==> config.mk <==
export PLATFORM = sky130hd
export DESIGN_NAME = number_assembler
export DESIGN_NICKNAME = d
export VERILOG_FILES = /design/src/rtl/number_assembler.sv
export SDC_FILE = /design/constraint.sdc
export NUM_CORES = 1
export LEC_CHECK = 0
export CORE_MARGIN = 4
export CORE_UTILIZATION = 62
export DETAILED_ROUTE_END_ITERATION = 16
export GPL_TIMING_DRIVEN = 0
export PLACE_DENSITY = 0.87
export SYNTH_ARGS = -nofsm -noshare
export SYNTH_HDL_FRONTEND = slang
export SYNTH_SLANG_ARGS = --single-unit
==> constraint.sdc <==
create_clock -name clk -period 11.25 [get_ports clk]
set_input_delay 2.25 -clock clk [delete_from_list [all_inputs] [get_ports clk]]
set_output_delay 2.25 -clock clk [all_outputs]
set_load 0.05 [all_outputs]
==> src/rtl/number_assembler.sv <==
// Assembles runs of classified ASCII decimal digits into unsigned WIDTH-bit values.
// Runs end at a separator byte or flush; malformed or overflowing runs are flagged.
module number_assembler #(
    parameter int unsigned WIDTH = 16
) (
    input  logic             clk,
    input  logic             rst_n,
    input  logic             en,
    input  logic [7:0]       data_in,
    input  logic             is_number,
    input  logic             is_white,
    input  logic             flush,
    output logic [WIDTH-1:0] value_out,
    output logic             value_valid,
    output logic             err_overflow,
    output logic             err_char,
    output logic             busy
);

    localparam int unsigned ACC_W = WIDTH + 4;

    typedef enum logic [1:0] {
        IDLE,
        ACCUM,
        DISCARD
    } state_t;

    state_t           state, state_nxt;
    logic [WIDTH-1:0] acc, acc_nxt;
    logic             ovf_seen, ovf_nxt;
    logic [WIDTH-1:0] value_nxt;
    logic             valid_nxt, err_ovf_nxt, err_chr_nxt;

    logic             is_digit_c, is_sep_c, is_bad_c;
    logic [3:0]       digit_c;
    logic [ACC_W-1:0] prod_c;
    logic             prod_ovf_c;

    // A byte flagged both digit and separator is treated as a digit.
    assign is_digit_c = en & is_number;
    assign is_sep_c   = en & is_white & ~is_number;
    assign is_bad_c   = en & ~is_white & ~is_number;
    assign digit_c    = 4'(data_in - 8'd48);
    assign prod_c     = ACC_W'(acc) * ACC_W'(10) + ACC_W'(digit_c);
    assign prod_ovf_c = |prod_c[ACC_W-1:WIDTH];

    // State and output registers.
    always_ff @(posedge clk or negedge rst_n) begin
        if (!rst_n) begin
            state        <= IDLE;
            acc          <= '0;
            ovf_seen     <= 1'b0;
            value_out    <= '0;
            value_valid  <= 1'b0;
            err_overflow <= 1'b0;
            err_char     <= 1'b0;
            busy         <= 1'b0;
        end else begin
            state        <= state_nxt;
            acc          <= acc_nxt;
            ovf_seen     <= ovf_nxt;
            value_out    <= value_nxt;
            value_valid  <= valid_nxt;
            err_overflow <= err_ovf_nxt;
            err_char     <= err_chr_nxt;
            busy         <= (state_nxt != IDLE);
        end
    end

    // Next state: process the byte first, then apply flush as a trailing separator.
    always_comb begin
        state_nxt   = state;
        acc_nxt     = acc;
        ovf_nxt     = ovf_seen;
        value_nxt   = value_out;
        valid_nxt   = 1'b0;
        err_ovf_nxt = 1'b0;
        err_chr_nxt = 1'b0;

        case (state)
            IDLE: begin
                if (is_digit_c) begin
                    acc_nxt   = WIDTH'(digit_c);
                    state_nxt = ACCUM;
                end else if (is_bad_c) begin
                    ovf_nxt   = 1'b0;
                    state_nxt = DISCARD;
                end
            end
            ACCUM: begin
                if (is_digit_c) begin
                    if (prod_ovf_c) begin
                        ovf_nxt   = 1'b1;
                        state_nxt = DISCARD;
                    end else begin
                        acc_nxt = WIDTH'(prod_c);
                    end
                end else if (is_sep_c) begin
                    value_nxt = acc;
                    valid_nxt = 1'b1;
                    state_nxt = IDLE;
                end else if (is_bad_c) begin
                    ovf_nxt   = 1'b0;
                    state_nxt = DISCARD;
                end
            end
            DISCARD: begin
                if (is_sep_c) begin
                    err_ovf_nxt = ovf_seen;
                    err_chr_nxt = ~ovf_seen;
                    state_nxt   = IDLE;
                end
            end
            default: state_nxt = IDLE;
        endcase

        // A separator byte already returned to IDLE, so pulses stay exclusive.
        if (flush) begin
            if (state_nxt == ACCUM) begin
                value_nxt = acc_nxt;
                valid_nxt = 1'b1;
                state_nxt = IDLE;
            end else if (state_nxt == DISCARD) begin
                err_ovf_nxt = ovf_nxt;
                err_chr_nxt = ~ovf_nxt;
                state_nxt   = IDLE;
            end
        end
    end

endmodule

==> out/metrics.cfg <==
[finish]
syn_to_final_growth_pct=15.35
final_cell_mix=39 x dfrtp_1, 31 x ha_1, 28 x clkdlybuf4s50_1
final_common_cell=dfrtp_1
nets=398
n_antenna_cell=0
drive_gt1_share_pct=6.818
multi_input_area_sq_um=1999
seq_area_sq_um=975.9
fillers=351

[detailed_routing]
ant_nets=0
drt-total-wl_um=7345
dr.pass1.iters=6
drt_iter0_markers=167
route.detailed.drc=0
wire_per_inst_um=17.53
vias_per_cell=6.284
vias=2633

[clock_network]
hold_buffers=0
clock_sinks=39
htreeDepth=2
clk_path_buf_depth=2
clk_pin_slew_worst_paths_ps=70
root_buffer=clkbuf_8
cts_buffers=5
tritoncts=built
cts_setup_buffers=0
cts-resized-gates=0
worstSkewPairLatency_ps=290

[timing]
finalSetupViolations=0
timing.final.crit_share_pct=53.77
max_slew_margin_pct=43.48
rsz0062_at_grt=false
finalClockSkew_ps=2.760
hold_violations=0
period_minus_slack_ps=6049
tightestPinTransition_ps=847.8
finalMaxSlewViolations=0
max_freq_mhz=165.3
finalSetupTns_ps=0

[setup_path]
startpoint_type=input pin
cp-end-kind=flip-flop
cp_max_fo=10
crit_arrival_ps=6220
critPathRequiredTime_ps=11420
crit_type=input pin to flip-flop

[run]
max_cap_violations=0

[global_route]
grt_pass1_wl_um=12490
grt_max_degree=40
antenna_found_initial=0
grt_overflow_total=0
grt_pass1_vias=2613
grt_usage_pct=25.54

[floorplan]
die_area_sq_um=6118
num_io_pins=34
die_w_um=78.22
rows=25
dieHeight_um=78.22
initial_core_util_pct=64.29
coreArea_sq_um=4755

[synthesis]
synthArstFlopShare_pct=100.0
synth_edf_count=0
synthCells=315
synth_fp_nets=362
synth_area_sq_um=3057
ys_seq_elements=39
yosysUniqueCellTypes=62
synth_top_flop_cell=dfrtp_1
syn_area_per_cell_sq_um=9.704
yosys_warnings=0
yosysSeqAreaShare_pct=31.93

[power]
ir_worst_vdd_mv=0.2175
power_mw=0.8940
power_density_nw_per_um2=253.5
p_leak_nw=1.736

[placed_design]
io_buffers=29
dp_hpwl_um=5462
place.gp.congestion=0.8929

[worst_hold_path]
hold_class=flip-flop to flip-flop

[outcome]
status=complete, no violations

[area by class of cell]
type	instances	area share, %
plain buffers	8	1.348
inverters	9	0.9581
flip-flops and latches	39	27.68
clock buffers	8	2.839
multi-input cells	259	56.71
well taps	67	2.378
repair buffers	29	8.091
[metrics by stage]
| step | hold WS [ps] | util (%) | cells | area (sq um) | worst slack (ps) |
|---|---|---|---|---|---|
| after floorplan | 486.2 | - | 315 | 3057 | 5761 |
| after global placement | 521.7 | 72.16 | 411 | 3431 | 5002 |
| after detailed placement | 525.0 | 72.05 | 411 | 3426 | 4938 |
| after CTS | 534.2 | 74.16 | 419 | 3526 | 5244 |
| after global routing | 567.0 | 74.16 | 419 | 3526 | 4891 |
| final | 542.5 | 74.16 | 419 | 3526 | 5201 |
[power by group]
| group | internal (mW) | total (mW) | switching (mW) |
|---|---|---|---|
| combinational | 0.224 | 0.560 | 0.336 |
| clock | 0.0560 | 0.105 | 0.0486 |
| sequential | 0.186 | 0.230 | 0.0435 |
| total | 0.466 | 0.894 | 0.428 |
[synthesized netlist by cell type, drive strengths merged (7+ instances only)]
cell   count  share of area [%]
o21ai     13                2.1
nand3      7                1.1
o21a      12                2.9
nor2      26                3.3
a21oi     16                2.6
ha        31                 13
mux2i     18                5.9
a22o       7                2.0
dfrtp     39                 32
a21o       7                1.7
inv        9                1.1
nand2     26                3.2
xnor2     14                4.0
[registers in the layout, indices dropped and copies added, names as in the netlist]
register / flops
err_overflow: 1
value_out: 16
value_valid: 1
state: 2
err_char: 1
acc: 16
busy: 1
ovf_seen: 1
[logic make-up (layout without fill, tap and decap cells)]
logic type	after synthesis	in the layout	share of synthesized area [%]
AOI/OAI and AO/OA	93	93	22.56
and+or+nand+nor	92	92	16.13
DFF	39	39	31.93
adders and majority gates	33	33	14.00
muxes	21	21	6.999
xor gates and xnor gates	20	20	5.731
buffers and inverters	17	54	2.660
[final timing paths]
path / cells after the start / slack, ps / to / from
worst min-delay path: 1 / 540 / err_char / ovf_seen
worst max register to register: 16 / 6380 / value_out[0] / acc[1]
min in group asynchronous: 1 / 2060 / acc[10] / rst_n
max in group asynchronous: 1 / 8650 / acc[6] / rst_n
worst min register to register: 1 / 540 / err_char / ovf_seen
worst max-delay path: 15 / 5200 / value_out[0] / data_in[3]
[layer usage]
metal  wire length, um  GRT usage (%)
met1              3217          35.20
met2              3603          41.35
met3               404          4.243
met4               119          7.692
met5                 0              0
[worst max-delay path: stages]
cell and delay (ps):
clkdlybuf4s50_1 440, ha_1 360, o211a_1 140, o21ai_0 190, nor4b_4 350, nand3_1 160, or3b_1 390, buf_2 160
nor2_1 90, or4b_4 520, a211oi_1 380, o221ai_1 200, buf_2 230, o32ai_1 260, nor3b_1 100
(Power assumes the default switching activity.)
